**src/rtl/d_ff_pipe_en.sv**
```systemverilog
// Elastic S-stage register pipeline with valid/ready on both ends, bubble collapse,
// synchronous flush and occupancy count. Define RESET_DATA_EN to reset data registers to RST_VAL.
module d_ff_pipe_en #(
    parameter int           W       = 5,
    parameter int           S       = 3,
    parameter logic [W-1:0] RST_VAL = '0
) (
    input  logic                     clk,
    input  logic                     rst,
    input  logic                     flush,
    input  logic                     in_valid,
    output logic                     in_ready,
    input  logic [W-1:0]             D,
    output logic                     out_valid,
    input  logic                     out_ready,
    output logic [W-1:0]             Q,
    output logic [$clog2(S+1)-1:0]   count
);

    localparam int CW = $clog2(S+1);

    // Handshake: a word moves across a boundary on a rising edge only when the sender's
    // valid and the receiver's ready are both 1; valid never depends on ready.
    logic [W-1:0]  data_q [S];
    logic [W-1:0]  data_d [S];
    logic [S-1:0]  valid_q, valid_d;
    logic [S-1:0]  ready;
    logic [CW-1:0] count_q, count_d;
    logic          accept, emit;

    // ready[k] is true when any stage from k to the output is empty, or the sink takes Q.
    always_comb begin
        logic acc;
        acc   = out_ready;
        ready = '0;
        for (int k = S-1; k >= 0; k--) begin
            acc      = ~valid_q[k] | acc;
            ready[k] = acc;
        end
    end

    assign in_ready  = ready[0] & ~flush;
    assign out_valid = valid_q[S-1];
    assign Q         = data_q[S-1];
    assign count     = count_q;
    assign accept    = in_valid & in_ready;
    assign emit      = valid_q[S-1] & out_ready;

    always_comb begin
        valid_d = valid_q;
        data_d  = data_q;
        if (flush) begin
            valid_d = '0;
        end else begin
            if (ready[0]) begin
                valid_d[0] = accept;
                data_d[0]  = D;
            end
            for (int k = 1; k < S; k++) begin
                if (ready[k]) begin
                    valid_d[k] = valid_q[k-1];
                    data_d[k]  = data_q[k-1];
                end
            end
        end
    end

    always_comb begin
        count_d = count_q;
        if (flush) begin
            count_d = '0;
        end else begin
            case ({accept, emit})
                2'b10:   count_d = count_q + CW'(1);
                2'b01:   count_d = count_q - CW'(1);
                default: count_d = count_q;
            endcase
        end
    end

    always_ff @(posedge clk or negedge rst) begin
        if (!rst) begin
            valid_q <= '0;
            count_q <= '0;
        end else begin
            valid_q <= valid_d;
            count_q <= count_d;
        end
    end

`ifdef RESET_DATA_EN
    always_ff @(posedge clk or negedge rst) begin
        if (!rst) begin
            for (int k = 0; k < S; k++) begin
                data_q[k] <= RST_VAL;
            end
        end else begin
            data_q <= data_d;
        end
    end
`else
    // Data registers carry no reset; RST_VAL only matters in the reset-data build.
    logic unused_rst_val;
    assign unused_rst_val = ^RST_VAL;

    always_ff @(posedge clk) begin
        data_q <= data_d;
    end
`endif

endmodule

```
**config.mk**
```make
export PLATFORM = sky130hd
export DESIGN_NAME = d_ff_pipe_en
export DESIGN_NICKNAME = d
export VERILOG_FILES = /design/src/rtl/d_ff_pipe_en.sv
export SDC_FILE = /design/constraint.sdc
export NUM_CORES = 1
export LEC_CHECK = 0
export ABC_AREA = 1
export BUFFER_PORTS_ARGS = -buffer_cell sky130_fd_sc_hd__buf_2
export CELL_PAD_IN_SITES_DETAIL_PLACEMENT = 1
export CELL_PAD_IN_SITES_GLOBAL_PLACEMENT = 1
export CORE_MARGIN = 3
export CORE_UTILIZATION = 40
export CTS_CLUSTER_DIAMETER = 100
export CTS_CLUSTER_SIZE = 8
export DETAILED_ROUTE_END_ITERATION = 10
export PLACE_DENSITY_LB_ADDON = 0.1
export SKIP_CTS_REPAIR_TIMING = 1
export SYNTH_ARGS = -nofsm -noshare
export SYNTH_HDL_FRONTEND = slang
export SYNTH_SLANG_ARGS = --single-unit
export TNS_END_PERCENT = 10
```
**constraint.sdc**
```tcl
create_clock -name clk -period 1.5 [get_ports clk]
set_input_delay 0.3 -clock clk [delete_from_list [all_inputs] [get_ports clk]]
set_output_delay 0.3 -clock clk [all_outputs]
set_load 0.01 [all_outputs]
```
==> metrics.cfg <==
[outcome]
status=completed

[grt]
grt_use_total_pct=10.1
grt_pass1_vias=427
grt_overflow_total=0
grt_pass1_wl_mm=1.85
grt_max_degree=13
antenna_found_initial=0

[setup_path]
critical_path_peak_fanout=4
required_ns=1.20
crit_arrival_ns=1.10
criticalPathCategory=reg -> out
start_kind=flip-flop
reg2reg_setup_slack_ns=0.18
cp-end-kind=output pin

[floorplan]
core_um2=1780
num_rows=15
die_w_um=50.4
dieArea_um2=2540
die_h_um=50.4
io_pins=19
start_util_pct=44.1

[logic_synthesis]
yosys-top-cells-area=edfxtp_1, dfrtp_1, buf_4
synth_area_per_cell_um2=13.8
synth_cell_type_count=16
yosysWarnings=0
synth_edf_count=15
synth_area_um2=787
synth_nets=67
yosysMostFrequentCell=edfxtp_1
ys_ff_latch=20
synth_top_area_cell=edfxtp_1
yosysSeqAreaShare_pct=73.1
synthArstFlopShare_pct=25.0
netlist_instances=57
ys_dominant_reg_cell=edfxtp_1
synth_top_area_share_pct=57.2
synth_common_cells=edfxtp_1, nand2_1

[power]
sequentialPowerShare_pct=54.5
p_per_area_nw_per_um2=1230
power.share.clock_pct=35.7
sw_frac_of_total_pct=20.7
ir_drop_mv=0.809
p_int_uw=966
p_comb_share_pct=9.8
p_leak_uw=0.000455
switching_power_uw=252

[clocking]
cts-htree-levels=1
clk_latency_ns=0.30
clkTransAtPathRegs_ns=0.11
clk_path_buf_depth=2
cts_tree=built
cts_sinks=20
root_buffer=clkbuf_4
cts_buffers=3

[timing]
rsz0062_at_grt=no
slew_viol_final=0
slew_headroom_pct=70.2
fin_crit_sh_pct=93.6
fmax_mhz=712
finalSetupTns_ns=0
final.setup_skew_ns=0.00494
worstMarginPinSlew_ns=0.447
hold_viol_final=0
setup_viol=0
period_minus_slack_ns=1.40

[final_layout]
syn2layout_area_growth_pct=25.8
drive_gt1_share_pct=45.1
antenna_cells=0
nets=93
finalInstanceArea_um2=990

[hold_path]
hold_class=in -> reg

[placement]
hpwlAfterDp_um=851
gp_congestion=0.779
portBuffers=18
dpl_cell_area_um2=871

[route]
routed_wirelength_mm=1.23
wire_per_inst_um=11.5
ant_nets=0
via_per_inst=4.48
drt_pass1_iterations=2
num_vias=479
drt-initial-drc-count=7
drc=0

[job]
cap_viol_max_count=0

==> power groups by stage <==
stage | clock (uW) | sequential [uW] | combinational (uW)
floorplan | 0 | 679 | 66.5
global placement | 0 | 676 | 105
detailed placement | 0 | 677 | 108
CTS | 448 | 665 | 108
global route | 477 | 669 | 135
finish | 435 | 664 | 120
==> placed cells by master (no fill, tap or decap) <==
| master | netlist | final |
|---|---|---|
| a31oi_2 | 1 | 1 |
| nand2_2 | 1 | 2 |
| nand4_1 | 1 | 1 |
| a21oi_1 | 2 | 2 |
| dfrtp_1 | 5 | 4 |
| o21ai_0 | 2 | 2 |
| nand3_1 | 5 | 5 |
| nor2_1 | 2 | 2 |
| nand3_2 | 1 | 1 |
| nand2_1 | 9 | 8 |
| dfrtp_2 | 0 | 1 |
| inv_2 | 1 | 2 |
| buf_2 | 0 | 18 |
| nand4_4 | 1 | 1 |
| edfxtp_1 | 15 | 15 |
| dlygate4sd3_1 | 0 | 1 |
| buf_4 | 5 | 7 |
| bufinv_16 | 0 | 1 |
| inv_1 | 5 | 4 |
| xor2_1 | 1 | 1 |
| clkbuf_4 | 0 | 3 |
==> area by class of cell <==
cell class	instances	area [um2]
clock buffer	3	22.5
sequential	20	577
inverter	6	22.5
multi-input combinational	26	154
clock inverter	1	30.0
timing repair buffer	26	153
tap	25	31.3
fill	195	793
==> worst max-delay path, stage by stage (launching register included) <==
cell     delay [ns]
dfrtp_1        0.43
nand4_4        0.12
nand2_2        0.06
inv_2          0.07
buf_2          0.13
==> final timing paths <==
kind | from | end | cells after the start
min | D[0] | data_q[10] | 1
max | valid_q[1] | in_ready | 4
max reg2reg | valid_q[2] | Q[2] | 2
min in group asynchronous | rst | count[1] | 2
max in group asynchronous | rst | valid_q[2] | 2
min reg2reg | data_q[5] | Q[0] | 0
==> metrics by stage <==
step | power [uW] | hold WS [ns] | std cells | worst slack [ns] | util, %
6_report | 1220 | 0.165 | 107 | 0.0963 | 55.5
5_1_grt | 1280 | 0.137 | 107 | 0.0143 | 55.5
4_1_cts | 1220 | -0.218 | 99 | -0.145 | 51.8
3_5_place_dp | 785 | 0.121 | 95 | 0.165 | 48.8
3_3_place_gp | 780 | 0.118 | 95 | 0.191 | 48.8
2_1_floorplan | 745 | 0.00441 | 57 | 0.329 | -
==> cell families after synthesis <==
kind of cell | after synthesis | synth area share [%]
AO/OA/AOI/OAI | 5 | 4.13
XOR/XNOR | 1 | 1.11
buffers and inverters | 11 | 7.63
flip-flops | 20 | 73.1
AND/OR/NAND/NOR | 20 | 14.0
==> state kept, by name, summed over array words and instances, names as in the netlist <==
name     flops
data_q      10
count        2
valid_q      3
Q            5
==> metal layers <==
metal | share of wire, % | global-route usage [%] | up-vias | wire length, um
met3 | 5.9 | 2.97 | 2 | 73
li1 | - | - | 243 | -
met5 | 0 | 0 | - | 0
met1 | 47 | 12.2 | 220 | 573
met4 | 1.2 | 6.73 | 0 | 15
met2 | 46 | 15.4 | 14 | 567
No activity file was read; power rests on OpenSTA's default activity.
